## src/rtl/ram_port_arbiter.sv

```systemverilog
// Two-requester arbiter in front of a single RAM command port.
// An address command locks the RAM to its requester until the matching
// data command finishes. A write-data command ends the transaction at once.
// A read-data command ends it when the RAM returns data or when a timeout fires.
//
// Handshake: a command transfers on a rising edge where reqN_valid and
// reqN_ready are both high. ready is combinational and never depends on
// anything the requester drives other than the two valids. The RAM side
// has no backpressure: ram_rx_valid is a single-cycle strobe. ram_tx_valid
// is a single-cycle strobe that matters only while a read is outstanding.
module ram_port_arbiter #(
   parameter int ADDR_SIZE  = 8,
   parameter int MEM_WIDTH  = 8,
   parameter int RD_TIMEOUT = 4
) (
   input  logic                 clk,
   input  logic                 rst,
   input  logic                 req0_valid,
   input  logic [9:0]           req0_cmd,
   output logic                 req0_ready,
   output logic                 req0_rvalid,
   output logic [MEM_WIDTH-1:0] req0_rdata,
   input  logic                 req1_valid,
   input  logic [9:0]           req1_cmd,
   output logic                 req1_ready,
   output logic                 req1_rvalid,
   output logic [MEM_WIDTH-1:0] req1_rdata,
   output logic                 ram_rx_valid,
   output logic [9:0]           ram_rx_data,
   input  logic                 ram_tx_valid,
   input  logic [MEM_WIDTH-1:0] ram_dout,
   output logic                 owner,
   output logic                 busy,
   output logic                 timeout_err,
   output logic [1:0]           dbg_state
);

   // The address width is carried inside the command payload; it is kept
   // as a parameter so the port description stays complete.
   localparam int CNT_W = (RD_TIMEOUT > 1) ? $clog2(RD_TIMEOUT) : 1;
   localparam logic [CNT_W-1:0] CNT_LAST = CNT_W'(RD_TIMEOUT - 1);

   typedef enum logic [1:0] {
      IDLE    = 2'd0,
      OWN     = 2'd1,
      RD_WAIT = 2'd2
   } state_t;

   localparam logic [1:0] OP_WR_ADDR = 2'b00;
   localparam logic [1:0] OP_WR_DATA = 2'b01;
   localparam logic [1:0] OP_RD_ADDR = 2'b10;
   localparam logic [1:0] OP_RD_DATA = 2'b11;

   state_t               state_q, state_d;
   logic                 rr_q, rr_d;
   logic                 owner_q, owner_d;
   logic [CNT_W-1:0]     cnt_q, cnt_d;
   logic                 rx_valid_q, rx_valid_d;
   logic [9:0]           rx_data_q, rx_data_d;
   logic                 rvalid0_q, rvalid0_d;
   logic                 rvalid1_q, rvalid1_d;
   logic [MEM_WIDTH-1:0] rdata0_q, rdata0_d;
   logic [MEM_WIDTH-1:0] rdata1_q, rdata1_d;
   logic                 tmo_q, tmo_d;

   logic                 win_idx;
   logic                 any_valid;
   logic                 hs0, hs1, hs, hs_idx;
   logic [9:0]           hs_cmd;

   // Grant selection and the handshake it produces.
   always_comb begin
      any_valid  = req0_valid | req1_valid;
      // With both requesters asking, the round-robin pointer decides;
      // otherwise whoever is asking wins.
      win_idx    = (req0_valid & req1_valid) ? rr_q : req1_valid;
      req0_ready = ((state_q == IDLE) & any_valid & ~win_idx) |
                   ((state_q == OWN) & ~owner_q);
      req1_ready = ((state_q == IDLE) & any_valid & win_idx) |
                   ((state_q == OWN) & owner_q);
      hs0        = req0_valid & req0_ready;
      hs1        = req1_valid & req1_ready;
      hs         = hs0 | hs1;
      hs_idx     = hs1;
      hs_cmd     = hs1 ? req1_cmd : req0_cmd;
   end

   // Next-state and registered-output computation for the transaction FSM.
   always_comb begin
      state_d    = state_q;
      rr_d       = rr_q;
      owner_d    = owner_q;
      cnt_d      = cnt_q;
      rx_valid_d = 1'b0;
      rx_data_d  = rx_data_q;
      rvalid0_d  = 1'b0;
      rvalid1_d  = 1'b0;
      rdata0_d   = rdata0_q;
      rdata1_d   = rdata1_q;
      tmo_d      = 1'b0;

      if (hs) begin
         rx_valid_d = 1'b1;
         rx_data_d  = hs_cmd;
         owner_d    = hs_idx;
         case (hs_cmd[9:8])
            OP_WR_ADDR, OP_RD_ADDR: state_d = OWN;
            OP_WR_DATA: begin
               state_d = IDLE;
               rr_d    = ~hs_idx;
            end
            OP_RD_DATA: begin
               state_d = RD_WAIT;
               cnt_d   = '0;
            end
            default: state_d = state_q;
         endcase
      end else if (state_q == RD_WAIT) begin
         // Returning data wins over a timeout that would fire this cycle.
         if (ram_tx_valid) begin
            if (owner_q) begin
               rvalid1_d = 1'b1;
               rdata1_d  = ram_dout;
            end else begin
               rvalid0_d = 1'b1;
               rdata0_d  = ram_dout;
            end
            state_d = IDLE;
            rr_d    = ~owner_q;
         end else if (cnt_q == CNT_LAST) begin
            tmo_d   = 1'b1;
            state_d = IDLE;
            rr_d    = ~owner_q;
         end else begin
            cnt_d = cnt_q + 1'b1;
         end
      end
   end

   // State and output registers with synchronous reset.
   always_ff @(posedge clk) begin
      if (rst) begin
         state_q    <= IDLE;
         rr_q       <= 1'b0;
         owner_q    <= 1'b0;
         cnt_q      <= '0;
         rx_valid_q <= 1'b0;
         rx_data_q  <= '0;
         rvalid0_q  <= 1'b0;
         rvalid1_q  <= 1'b0;
         rdata0_q   <= '0;
         rdata1_q   <= '0;
         tmo_q      <= 1'b0;
      end else begin
         state_q    <= state_d;
         rr_q       <= rr_d;
         owner_q    <= owner_d;
         cnt_q      <= cnt_d;
         rx_valid_q <= rx_valid_d;
         rx_data_q  <= rx_data_d;
         rvalid0_q  <= rvalid0_d;
         rvalid1_q  <= rvalid1_d;
         rdata0_q   <= rdata0_d;
         rdata1_q   <= rdata1_d;
         tmo_q      <= tmo_d;
      end
   end

   assign ram_rx_valid = rx_valid_q;
   assign ram_rx_data  = rx_data_q;
   assign req0_rvalid  = rvalid0_q;
   assign req1_rvalid  = rvalid1_q;
   assign req0_rdata   = rdata0_q;
   assign req1_rdata   = rdata1_q;
   assign timeout_err  = tmo_q;
   assign owner        = owner_q;
   assign busy         = (state_q != IDLE);
   assign dbg_state    = state_q;

endmodule

```

## config.mk

```make
export PLATFORM = sky130hd
export DESIGN_NAME = ram_port_arbiter
export DESIGN_NICKNAME = d
export VERILOG_FILES = /design/src/rtl/ram_port_arbiter.sv
export SDC_FILE = /design/constraint.sdc
export NUM_CORES = 1
export LEC_CHECK = 0
export CAP_MARGIN = 25
export CORE_MARGIN = 4
export CORE_UTILIZATION = 60
export DETAILED_ROUTE_END_ITERATION = 16
export DONT_BUFFER_PORTS = 1
export PLACE_DENSITY = 0.76
export REMOVE_ABC_BUFFERS = 1
export SYNTH_ARGS = -nofsm -noshare
export SYNTH_HDL_FRONTEND = slang
export SYNTH_SLANG_ARGS = --single-unit
```

## constraint.sdc

```tcl
create_clock -name clk -period 4.5 [get_ports clk]
set_input_delay 0.9 -clock clk [delete_from_list [all_inputs] [get_ports clk]]
set_output_delay 0.9 -clock clk [all_outputs]
set_load 0.05 [all_outputs]
```

==> metrics.cfg <==
[setup_path]
required_ns=3.60
worst-path-max-fanout=15
crit_buf_inv=0
cp_slowest_cell=dfxtp_1
reg2reg_depth=5
reg2reg_from=dbg_state[0]
start_kind=flip-flop
max_stage_delay_ns=0.94
arrival_ns=2.45
criticalPathCategory=reg2out
cp-end-kind=output pin
regToRegSetupSlack_ns=2.19
worstPathCellList=nand2b_1 > a21oi_1
crit_family=flip-flops
r2r-end=rr_q

[final_layout]
multi_input_area_sq_um=822
n_antenna_cell=0
drive_above_1_share=0.0952
seq_area_sq_um=721
synthToLayoutAreaGrowth_pct=2.38
fillers=203
finalNetCount=222
post-route-util=0.660
stdcell_area_sq_um=1670

[synth]
yosys-top-cells-area=dfxtp_1 (44%), nand2_1 (8.8%), a21oi_1 (7.1%)
synthArstFlopShare=0
synth_cell_types=45
netlist.top_cell.by_area=dfxtp_1
ys_ff_latch=36
syn_area_per_cell_sq_um=8.43
netlist_area_sq_um=1630
synthCells=193
ys_warn_count=0
synth_top_area_frac=0.443
yosysSeqAreaShare=0.443
synth_edf_count=0
synth_common_cells=nand2_1 (38), dfxtp_1 (36), a21oi_1 (23)
ys.flop_type=dfxtp_1
synth_most_common_cell=nand2_1

[hold_path]
hold-path-endpoint=cnt_q[1]
hold_start=cnt_q[1]
min_path_cells=2
worst_hold_path_type=reg2reg

[route]
ant_nets=0
vias=1399
wire_per_inst_um=17.3
drt-pass1-iter-count=4
drc_errors=0
drt-initial-drc-count=89
totalWireLength_mm=3.78
avgViaCountPerCell=6.39

[global_route]
antenna_found_initial=0
grt_pass1_wl_mm=6.02
grt_pass1_vias=1330
grt_start_max_net_pins=36
globalRouteOverflowTotal=0
grt_usage=0.225

[die]
dieArea_sq_um=3610
die_w_um=60.1
coreArea_sq_um=2520
die_h_um=60.1
ios=69
initial_core_util=0.645
fp-row-count=18

[power]
p_clk_frac=0.244
power.total_uw=744
combPwrFrac=0.176
p_seq_frac=0.580
p_switching_uw=276
swShare=0.371
ir_worst_vdd_mv=0.399
power.leakage_uw=0.000602
power_density_nw_per_um2=447
p_int_uw=468

[placement]
io_buffers=0
place_area_sq_um=1600
dp_hpwl_mm=2.71
gp_congestion=0.877

[clock_network]
numCtsBuffers=5
cts_num_sinks=36
htree_levels=2
insertion_delay_ns=0.33
cts_max_path_buffers=2
postCtsHoldBufs=0
postCtsSetupRepairBufs=0
clk_pin_slew_ns=0.11
ctsResizeCount=0
clock-root-buffer=clkbuf_4
cts_tree=yes

[timing]
worst_pin_slew_ns=1.04
max_freq_mhz=298
setup-tns-final_ns=0
fin_skew_ns=0.00572
setup_viol=0
fin_crit_ns=3.35
hold_viol_final=0
fin_crit_sh=0.745
slew_viol_final=0
rsz0062_at_grt=no
timing.slew.headroom=0.306

[flow_run]
maxCapViolations=0

[outcome]
outcome=finished clean

## metal layers
| layer | up-vias | GRT usage | wire length (um) |
|---|---|---|---|
| met5 | - | 0 | 0 |
| met3 | 15 | 0.102 | 485 |
| li1 | 670 | - | - |
| met2 | 88 | 0.386 | 1810 |
| met4 | 0 | 0.0949 | 109 |
| met1 | 626 | 0.236 | 1380 |
## per-stage QoR
| stage | setup slack (ns) | hold slack [ns] | instances |
|---|---|---|---|
| floorplan | 1.60 | 0.446 | 181 |
| global placement | 1.57 | 0.452 | 211 |
| detailed placement | 1.53 | 0.466 | 211 |
| CTS | 1.15 | 0.482 | 219 |
| global route | 1.04 | 0.502 | 219 |
| finish | 1.15 | 0.481 | 219 |
## layout by cell type, fill, tap and decap left out, types with 2 or more instances in the layout
master    instances
nand2_1          38
dfxtp_1          36
a21oi_1          23
nor2_1           14
a222oi_1          7
inv_1             5
o21ai_0           5
clkbuf_4          5
nor2b_1           4
nand2b_1          3
and3_1            3
nand3_1           3
mux2i_1           3
o21a_1            3
a211oi_1          3
and2_1            3
a211o_1           2
nand4_1           2
## worst min-delay path: cells and delay by family, from the launching register on
| family | cells | cell delay, ns |
|---|---|---|
| AO/OA/AOI/OAI | 1 | 0.07 |
| flip-flops | 1 | 0.33 |
| buffers and inverters | 1 | 0.05 |
## state kept, by name, summed over array words and instances, names as in the netlist
signal and flops:
req1_rvalid 1, req0_rvalid 1, rr_q 1, dbg_state 2
req0_rdata 8, ram_rx_data 10, timeout_err 1, req1_rdata 8
owner 1, ram_rx_valid 1, cnt_q 2
## cell type report
class / count / area share
multi-input combinational: 139 / 0.494
sequential: 36 / 0.433
clock buffer: 7 / 0.0331
tap: 30 / 0.0225
inverter: 6 / 0.0135
clock inverter: 1 / 0.00451
## cell families after synthesis
group	synth area share
AOI/OAI and AO/OA	0.225
buffers and inverters	0.0515
and+or+nand+nor	0.247
DFF	0.443
muxes	0.0254
adders and majority gates	0.00769
## power by group through the flow
stage | sequential [uW] | clock (uW) | combinational (uW)
finish | 431 | 181 | 131
global route | 435 | 200 | 147
CTS | 431 | 183 | 131
detailed placement | 438 | 0 | 130
global placement | 438 | 0 | 127
floorplan | 432 | 0 | 111
## how the worst max path moves through the flow
stage | from | cells past startpoint | slack (ns) | endpoint
2_1_floorplan | req1_valid | 3 | 1.60 | req1_ready
3_3_place_gp | dbg_state[0] | 2 | 1.57 | req0_ready
3_5_place_dp | dbg_state[0] | 2 | 1.53 | req0_ready
4_1_cts | dbg_state[0] | 2 | 1.15 | req0_ready
5_1_grt | dbg_state[0] | 2 | 1.04 | req0_ready
6_report | dbg_state[0] | 2 | 1.15 | req0_ready
Power figures use the tool's default switching activity.
